$ cat src/rtl/gs_pkg.sv
// Shared types for the GS load/store unit.
//   - DataSize codes carried on ex_DataSize_i (size in bits [1:0], bit 2 = unsigned)
//   - FSM state enum of the LSU control path
//   - is_misaligned(): alignment rule shared by capture logic
package gs_pkg;

   localparam logic [2:0] DS_B  = 3'b000;  // LB / SB
   localparam logic [2:0] DS_H  = 3'b001;  // LH / SH
   localparam logic [2:0] DS_W  = 3'b010;  // LW / SW
   localparam logic [2:0] DS_BU = 3'b100;  // LBU
   localparam logic [2:0] DS_HU = 3'b101;  // LHU

   typedef enum logic [1:0] {
      ST_IDLE = 2'd0,
      ST_REQ  = 2'd1,
      ST_WAIT = 2'd2
   } lsu_state_e;

   // Half accesses need addr[0]=0, word accesses need addr[1:0]=0.
   function automatic logic is_misaligned(input logic [2:0] size, input logic [1:0] off);
      logic mis;
      case (size[1:0])
         2'b00:   mis = 1'b0;
         2'b01:   mis = off[0];
         default: mis = (off != 2'b00);
      endcase
      return mis;
   endfunction

endpackage

$ cat src/rtl/gs_lsu_if.sv
// Data-memory bus between the LSU (master) and the memory (slave).
// Handshake: the master raises dm_req_o with we/be/addr/wdata and keeps all
// of them stable until the cycle in which dm_gnt_i is sampled high; that
// cycle transfers the request. Read data returns later as a single-cycle
// dm_rvalid_i pulse with dm_rdata_i; there is no back-pressure on the return.
// Signal names carry the LSU's point of view (_o driven by the master).
interface gs_lsu_if #(
   parameter int ADDR_SIZE = 32,
   parameter int WORD_SIZE = 32
);
   logic                 dm_req_o;
   logic                 dm_we_o;
   logic [3:0]           dm_be_o;
   logic [ADDR_SIZE-1:0] dm_addr_o;
   logic [WORD_SIZE-1:0] dm_wdata_o;
   logic                 dm_gnt_i;
   logic                 dm_rvalid_i;
   logic [WORD_SIZE-1:0] dm_rdata_i;

   modport master (
      output dm_req_o, dm_we_o, dm_be_o, dm_addr_o, dm_wdata_o,
      input  dm_gnt_i, dm_rvalid_i, dm_rdata_i
   );

   modport slave (
      input  dm_req_o, dm_we_o, dm_be_o, dm_addr_o, dm_wdata_o,
      output dm_gnt_i, dm_rvalid_i, dm_rdata_i
   );
endinterface

$ cat src/rtl/gs_lsu_align.sv
// Load alignment: shifts the addressed lane down to bit 0, then sign- or
// zero-extends according to the DataSize code.
//   rdata_i  : raw 32-bit word from memory
//   offset_i : byte offset addr[1:0] of the access
//   size_i   : DataSize code (gs_pkg DS_*)
//   data_o   : value to write back to the register file
module gs_lsu_align
   import gs_pkg::*;
(
   input  logic [31:0] rdata_i,
   input  logic [1:0]  offset_i,
   input  logic [2:0]  size_i,
   output logic [31:0] data_o
);

   logic [31:0] shifted;

   always_comb begin
      shifted = rdata_i >> {offset_i, 3'b000};
      case (size_i)
         DS_B:    data_o = {{24{shifted[7]}}, shifted[7:0]};
         DS_H:    data_o = {{16{shifted[15]}}, shifted[15:0]};
         DS_BU:   data_o = {24'b0, shifted[7:0]};
         DS_HU:   data_o = {16'b0, shifted[15:0]};
         default: data_o = shifted;
      endcase
   end

endmodule

$ cat src/rtl/gs_lsu.sv
// GS load/store unit. Takes one EX-stage memory command at a time, issues it
// on the data-memory bus and writes load results back to the register file.
// Ports:
//   clk, rst          : clock, asynchronous active-low reset
//   ex_*_i            : EX-stage command (valid, read/write, size, addr, data, rd)
//   dm                : data-memory bus (gs_lsu_if master)
//   wb_*_o            : one-cycle load write-back
//   halt_lsu_o        : stalls upstream while a transaction is outstanding
//   lsu_misaligned_o  : one-cycle pulse after a rejected misaligned command
//   dbg_state_o       : current FSM state
module gs_lsu
   import gs_pkg::*;
#(
   parameter int ADDR_SIZE = 32,
   parameter int WORD_SIZE = 32
) (
   input  logic                 clk,
   input  logic                 rst,
   input  logic                 ex_valid_i,
   input  logic                 ex_MemRead_i,
   input  logic                 ex_MemWrite_i,
   input  logic [2:0]           ex_DataSize_i,
   input  logic [ADDR_SIZE-1:0] ex_data_addr_i,
   input  logic [WORD_SIZE-1:0] ex_rs2_data_i,
   input  logic [4:0]           ex_rd_addr_i,
   input  logic                 ex_RegWrite_i,
   gs_lsu_if.master             dm,
   output logic                 wb_RegWrite_o,
   output logic [4:0]           wb_rd_addr_o,
   output logic [WORD_SIZE-1:0] wb_rd_data_o,
   output logic                 halt_lsu_o,
   output logic                 lsu_misaligned_o,
   output lsu_state_e           dbg_state_o
);

   lsu_state_e           state_q, state_d;
   logic [ADDR_SIZE-1:0] addr_q, addr_d;
   logic [3:0]           be_q, be_d;
   logic [WORD_SIZE-1:0] wdata_q, wdata_d;
   logic [2:0]           size_q, size_d;
   logic [4:0]           rd_q, rd_d;
   logic                 regwr_q, regwr_d;
   logic                 we_q, we_d;
   logic                 wb_we_q, wb_we_d;
   logic [4:0]           wb_rd_q, wb_rd_d;
   logic [WORD_SIZE-1:0] wb_data_q, wb_data_d;
   logic                 mis_q, mis_d;
   logic [WORD_SIZE-1:0] load_data;
   logic                 cmd;

   gs_lsu_align u_align (
      .rdata_i  (dm.dm_rdata_i),
      .offset_i (addr_q[1:0]),
      .size_i   (size_q),
      .data_o   (load_data)
   );

   assign cmd = ex_valid_i & (ex_MemRead_i | ex_MemWrite_i);

   always_comb begin
      state_d    = state_q;
      addr_d     = addr_q;
      be_d       = be_q;
      wdata_d    = wdata_q;
      size_d     = size_q;
      rd_d       = rd_q;
      regwr_d    = regwr_q;
      we_d       = we_q;
      wb_we_d    = 1'b0;
      wb_rd_d    = 5'd0;
      wb_data_d  = '0;
      mis_d      = 1'b0;
      halt_lsu_o = 1'b0;

      case (state_q)
         ST_IDLE: begin
            if (cmd) begin
               if (is_misaligned(ex_DataSize_i, ex_data_addr_i[1:0])) begin
                  mis_d = 1'b1;
               end else begin
                  addr_d  = ex_data_addr_i;
                  size_d  = ex_DataSize_i;
                  rd_d    = ex_rd_addr_i;
                  regwr_d = ex_RegWrite_i;
                  // Read wins when both request bits are set.
                  we_d    = ex_MemWrite_i & ~ex_MemRead_i;
                  case (ex_DataSize_i[1:0])
                     2'b00: begin
                        be_d    = 4'b0001 << ex_data_addr_i[1:0];
                        wdata_d = {4{ex_rs2_data_i[7:0]}};
                     end
                     2'b01: begin
                        be_d    = 4'b0011 << {ex_data_addr_i[1], 1'b0};
                        wdata_d = {2{ex_rs2_data_i[15:0]}};
                     end
                     default: begin
                        be_d    = 4'b1111;
                        wdata_d = ex_rs2_data_i;
                     end
                  endcase
                  state_d = ST_REQ;
               end
            end
         end
         ST_REQ: begin
            // A store completes on its grant, so the stall drops in that cycle.
            halt_lsu_o = ~(dm.dm_gnt_i & we_q);
            if (dm.dm_gnt_i) begin
               state_d = we_q ? ST_IDLE : ST_WAIT;
            end
         end
         ST_WAIT: begin
            halt_lsu_o = ~dm.dm_rvalid_i;
            if (dm.dm_rvalid_i) begin
               wb_we_d   = regwr_q & (rd_q != 5'd0);
               wb_rd_d   = rd_q;
               wb_data_d = load_data;
               state_d   = ST_IDLE;
            end
         end
         default: state_d = ST_IDLE;
      endcase
   end

   always_ff @(posedge clk or negedge rst) begin
      if (!rst) begin
         state_q   <= ST_IDLE;
         addr_q    <= '0;
         be_q      <= 4'b0;
         wdata_q   <= '0;
         size_q    <= 3'b0;
         rd_q      <= 5'd0;
         regwr_q   <= 1'b0;
         we_q      <= 1'b0;
         wb_we_q   <= 1'b0;
         wb_rd_q   <= 5'd0;
         wb_data_q <= '0;
         mis_q     <= 1'b0;
      end else begin
         state_q   <= state_d;
         addr_q    <= addr_d;
         be_q      <= be_d;
         wdata_q   <= wdata_d;
         size_q    <= size_d;
         rd_q      <= rd_d;
         regwr_q   <= regwr_d;
         we_q      <= we_d;
         wb_we_q   <= wb_we_d;
         wb_rd_q   <= wb_rd_d;
         wb_data_q <= wb_data_d;
         mis_q     <= mis_d;
      end
   end

   assign dm.dm_req_o   = (state_q == ST_REQ);
   assign dm.dm_we_o    = we_q;
   assign dm.dm_be_o    = be_q;
   assign dm.dm_addr_o  = {addr_q[ADDR_SIZE-1:2], 2'b00};
   assign dm.dm_wdata_o = wdata_q;

   assign wb_RegWrite_o    = wb_we_q;
   assign wb_rd_addr_o     = wb_rd_q;
   assign wb_rd_data_o     = wb_data_q;
   assign lsu_misaligned_o = mis_q;
   assign dbg_state_o      = state_q;

endmodule

$ cat src/flat_wrapper.sv
// flat-port wrapper written by rule: the top's interface ports become plain ports
module gs_lsu_flat import gs_pkg::*;
#(
   parameter int ADDR_SIZE = 32,
   parameter int WORD_SIZE = 32
)
  (clk, rst, ex_valid_i, ex_MemRead_i, ex_MemWrite_i, ex_DataSize_i, ex_data_addr_i, ex_rs2_data_i, ex_rd_addr_i, ex_RegWrite_i, wb_RegWrite_o, wb_rd_addr_o, wb_rd_data_o, halt_lsu_o, lsu_misaligned_o, dbg_state_o, dm_dm_req_o, dm_dm_we_o, dm_dm_be_o, dm_dm_addr_o, dm_dm_wdata_o, dm_dm_gnt_i, dm_dm_rvalid_i, dm_dm_rdata_i);
  gs_lsu_if #(.ADDR_SIZE(ADDR_SIZE), .WORD_SIZE(WORD_SIZE)) dm_i ();
  input  logic clk;
  input  logic rst;
  input  logic ex_valid_i;
  input  logic ex_MemRead_i;
  input  logic ex_MemWrite_i;
  input  logic [2:0] ex_DataSize_i;
  input  logic [ADDR_SIZE-1:0] ex_data_addr_i;
  input  logic [WORD_SIZE-1:0] ex_rs2_data_i;
  input  logic [4:0] ex_rd_addr_i;
  input  logic ex_RegWrite_i;
  output logic wb_RegWrite_o;
  output logic [4:0] wb_rd_addr_o;
  output logic [WORD_SIZE-1:0] wb_rd_data_o;
  output logic halt_lsu_o;
  output logic lsu_misaligned_o;
  output lsu_state_e dbg_state_o;
  output wire logic [$bits(dm_i.dm_req_o)-1:0] dm_dm_req_o;
  output wire logic [$bits(dm_i.dm_we_o)-1:0] dm_dm_we_o;
  output wire logic [$bits(dm_i.dm_be_o)-1:0] dm_dm_be_o;
  output wire logic [$bits(dm_i.dm_addr_o)-1:0] dm_dm_addr_o;
  output wire logic [$bits(dm_i.dm_wdata_o)-1:0] dm_dm_wdata_o;
  input wire logic [$bits(dm_i.dm_gnt_i)-1:0] dm_dm_gnt_i;
  input wire logic [$bits(dm_i.dm_rvalid_i)-1:0] dm_dm_rvalid_i;
  input wire logic [$bits(dm_i.dm_rdata_i)-1:0] dm_dm_rdata_i;
  assign dm_dm_req_o = dm_i.dm_req_o;
  assign dm_dm_we_o = dm_i.dm_we_o;
  assign dm_dm_be_o = dm_i.dm_be_o;
  assign dm_dm_addr_o = dm_i.dm_addr_o;
  assign dm_dm_wdata_o = dm_i.dm_wdata_o;
  assign dm_i.dm_gnt_i = dm_dm_gnt_i;
  assign dm_i.dm_rvalid_i = dm_dm_rvalid_i;
  assign dm_i.dm_rdata_i = dm_dm_rdata_i;
  gs_lsu #(.ADDR_SIZE(ADDR_SIZE), .WORD_SIZE(WORD_SIZE)) u_core (.clk(clk), .rst(rst), .ex_valid_i(ex_valid_i), .ex_MemRead_i(ex_MemRead_i), .ex_MemWrite_i(ex_MemWrite_i), .ex_DataSize_i(ex_DataSize_i), .ex_data_addr_i(ex_data_addr_i), .ex_rs2_data_i(ex_rs2_data_i), .ex_rd_addr_i(ex_rd_addr_i), .ex_RegWrite_i(ex_RegWrite_i), .dm(dm_i), .wb_RegWrite_o(wb_RegWrite_o), .wb_rd_addr_o(wb_rd_addr_o), .wb_rd_data_o(wb_rd_data_o), .halt_lsu_o(halt_lsu_o), .lsu_misaligned_o(lsu_misaligned_o), .dbg_state_o(dbg_state_o));
endmodule
$ cat config.mk
export PLATFORM = sky130hd
export DESIGN_NAME = gs_lsu_flat
export DESIGN_NICKNAME = d
export VERILOG_FILES = /design/src/rtl/gs_pkg.sv /design/src/rtl/gs_lsu_if.sv /design/src/rtl/gs_lsu_align.sv /design/src/rtl/gs_lsu.sv /design/src/flat_wrapper.sv
export SDC_FILE = /design/constraint.sdc
export NUM_CORES = 1
export LEC_CHECK = 0
export BUFFER_PORTS_ARGS = -buffer_cell sky130_fd_sc_hd__buf_2
export CAP_MARGIN = 40
export CORE_UTILIZATION = 45
export CTS_CLUSTER_SIZE = 40
export DETAILED_ROUTE_END_ITERATION = 10
export MAX_ROUTING_LAYER = met4
export PLACE_DENSITY = 0.8
export SYNTH_ARGS = -nofsm -noshare
export SYNTH_HDL_FRONTEND = slang
export SYNTH_SLANG_ARGS = --single-unit
$ cat constraint.sdc
create_clock -name clk -period 2 [get_ports clk]
set_input_delay 0.4 -clock clk [delete_from_list [all_inputs] [get_ports clk]]
set_output_delay 0.4 -clock clk [all_outputs]
set_load 0.1 [all_outputs]
==> out/metrics.yaml <==
clock_tree:
  htree_num_levels: 4
  cts_tree: "built"
  holdBufCountCts: 0
  clock-root-buffer: "clkbuf_16"
  cts_sinks: 119
  cts.clk_slew.worst_paths_ps: 50
  cts_buffers: 17
  cts_buffer_depth: 2
  worstSkewPairLatency_ps: 410
drt:
  wl_met2_um: 6511
  dr_wl_met3_um: 752
  viasPerCell: 5.074
  routed_wl_um: 13060
  detail_route.wl_per_cell_um: 15.79
  firstDrtPassIters: 7
  met1_length_um: 5530
  final_antenna_net_count: 0
  top_layer: "met4"
  route.detailed.drc: 11
  vias: 4196
  first_iter_violations: 212
synthesis:
  yosysTopAreaCellShare: 0.5462
  netlist_top_cells_count: "dfrtp_1, mux2_2, nand2_1, mux2i_1"
  seq_area_frac_synth: 0.5462
  synth_edf_count: 0
  syn_inst: 472
  synthesis.area_sq_mm: 0.005451
  async_reset_ff_frac: 1.000
  synth.most_common_cell: "dfrtp_1"
  ys.flop_type: "dfrtp_1"
  ys_ff_latch: 119
  synth_cell_types: 37
  yosys.area.top_type: "dfrtp_1"
  syn_avg_cell_area_sq_um: 11.55
  ys_warn_count: 0
  synth_area_leaders: "dfrtp_1, mux2_2, mux2i_1"
setup_path:
  r2r.worst_path.cells: 7
  r2r_start: "u_core.dbg_state_o[0]$_DFFE_PN0P_"
  worstPathArrival_ps: 1640
  startpoint: "u_core.dbg_state_o[1]$_DFFE_PN0P_"
  cp_max_fo: 4
  rrSetupSlack_ps: 90
  crit_path_end_kind: "output pin"
  r2r_end: "u_core.addr_q[13]$_DFFE_PN0P_"
  start_kind: "flop"
  path_class: "flop to output pin"
  critical_path.endpoint: "halt_lsu_o"
  required_ps: 1600
timing:
  period_share: 1.018
  worstMarginPinSlew_ps: 642.6
  max_clock_freq_ghz: 0.4910
  finalHoldViolCount: 0
  setup_slack_ps: -36.74
  setup_viol_count_final: 1
  min_period_ps: 2037
  slew_headroom: 0.5716
  rsz0062_at_grt: "true"
  maxSlewViolCount: 0
  skew_ps: 8.240
final_layout:
  drive_gt1_frac: 0.4956
  area_growth_pct: 32.48
  finalNonFillerCells: 827
  final_area_sq_mm: 0.007222
  n_antenna_cell: 0
  fin_nets: 786
global_routing:
  grt_max_degree: 120
  grt_pass1_wl_um: 21010
  grt_pass1_vias: 4292
  overflow: 0
  antenna_found_initial: 0
  track_usage: 0.2240
die:
  start_util: 0.4694
  dieArea_sq_mm: 0.01256
  rows: 39
  io_pins: 224
  core_area_sq_mm: 0.01161
  die_h_um: 112.1
  die_x_um: 112.1
placed_design:
  dpl.hpwl_um: 9518
  dp.cells: 790
  portBuffers: 221
  dp_slack_ps: 134.8
  placed_cell_area_sq_mm: 0.006556
  globalplace.congestion: 0.8992
hold_path:
  hold_path.class: "input pin to asynchronous set/reset pin"
run:
  maxCapViolations: 0
status:
  violations: "DRC, setup timing"
  outcome: "finished with violations"
==> registers in the layout, summed over array words and instances (netlist names) <==
register                 cells
u_core.size_q                3
u_core.addr_q               32
u_core.wb_rd_addr_o          5
u_core.dm.dm_wdata_o        32
u_core.regwr_q               1
u_core.dm.dm_we_o            1
u_core.rd_q                  5
u_core.dm.dm_be_o            4
u_core.dbg_state_o           2
u_core.wb_RegWrite_o         1
u_core.lsu_misaligned_o      1
u_core.wb_rd_data_o         32
==> cell usage in the layout, fill, tap and decap left out, drive strengths merged, types with 2 or more instances in the layout <==
cell / Yosys / final
clkinv: 0 / 6
bufinv: 0 / 2
dfrtp: 119 / 119
nand2: 48 / 48
mux2: 50 / 50
o31ai: 2 / 2
nor3: 3 / 3
and3: 5 / 5
buf: 51 / 242
conb: 1 / 2
a21oi: 12 / 12
a211oi: 21 / 21
clkbuf: 12 / 24
nor2: 30 / 30
mux2i: 41 / 41
inv: 5 / 5
a22oi: 2 / 2
o21ai: 37 / 37
o21a: 2 / 2
ha: 3 / 3
xnor2: 2 / 2
nor2b: 11 / 11
o211ai: 2 / 2
nand3: 2 / 2
==> metrics by stage <==
stage	TNS [ps]	hold WS (ps)	utilization
finish	-36.74	84.40	0.6218
global route	-99.10	134.2	0.6218
CTS	-98.24	102.2	0.6196
detailed placement	0	467.1	0.5645
global placement	0	460.1	0.5645
floorplan	-4.030	104.4	-
==> critical path, cell delays in order (launching register included) <==
cell and delay [ps]:
dfrtp_4 510, inv_4 80, ha_4 140, inv_4 40, o22ai_4 110, o21a_4 160
buf_12 170
==> per-layer routing <==
layer / global-route usage / vias to the layer above
met5: - / -
met4: 0.09956 / 0
met3: 0.06641 / 21
met2: 0.3561 / 160
met1: 0.2645 / 2011
li1: - / 2004
==> how the worst min path moves through the flow <==
stage	from	endpoint	slack, ps	depth (start not counted)
5_1_grt	rst	u_core.wb_rd_data_o[2]$_DFF_PN0_	130	2
4_1_cts	rst	u_core.addr_q[4]$_DFFE_PN0P_	100	2
6_report	rst	u_core.addr_q[6]$_DFFE_PN0P_	80	2
2_1_floorplan	rst	u_core.addr_q[0]$_DFFE_PN0P_	100	0
3_3_place_gp	u_core.dm.dm_wdata_o[31]$_DFFE_PN0P_	u_core.dm.dm_wdata_o[31]$_DFFE_PN0P_	460	2
3_5_place_dp	u_core.dm.dm_wdata_o[12]$_DFFE_PN0P_	u_core.dm.dm_wdata_o[12]$_DFFE_PN0P_	470	2
==> kinds of logic after synthesis <==
kind of cell | count (synthesis) | synth area share
AOI/OAI and AO/OA | 85 | 0.1005
other | 1 | 0.0006879
adders and majority gates | 3 | 0.006886
DFF | 119 | 0.5462
xor gates and xnor gates | 2 | 0.003214
muxes | 92 | 0.1827
and+or+nand+nor | 102 | 0.08217
buffers and inverters | 68 | 0.07758
==> layout make-up <==
| type | count | area (sq um) |
|---|---|---|
| Fill cell | 919 | 4392 |
| Sequential cell | 119 | 2985 |
| Multi-Input combinational cell | 286 | 2120 |
| Timing Repair Buffer | 242 | 1316 |
| Clock buffer | 24 | 501.7 |
| Tap cell | 143 | 178.9 |
| Clock inverter | 8 | 93.84 |
| Inverter | 5 | 26.28 |
==> repair_timing <==
action | in CTS | in global routing
resized for setup | 6 | 3
setup buffers | 3 | 2
pin swaps | 3 | 3
setup endpoints to repair | 2 | 4
Power is left out: the tool's default activity adds up to more than one toggle a clock period on the data nets, which glitch-free logic cannot reach.
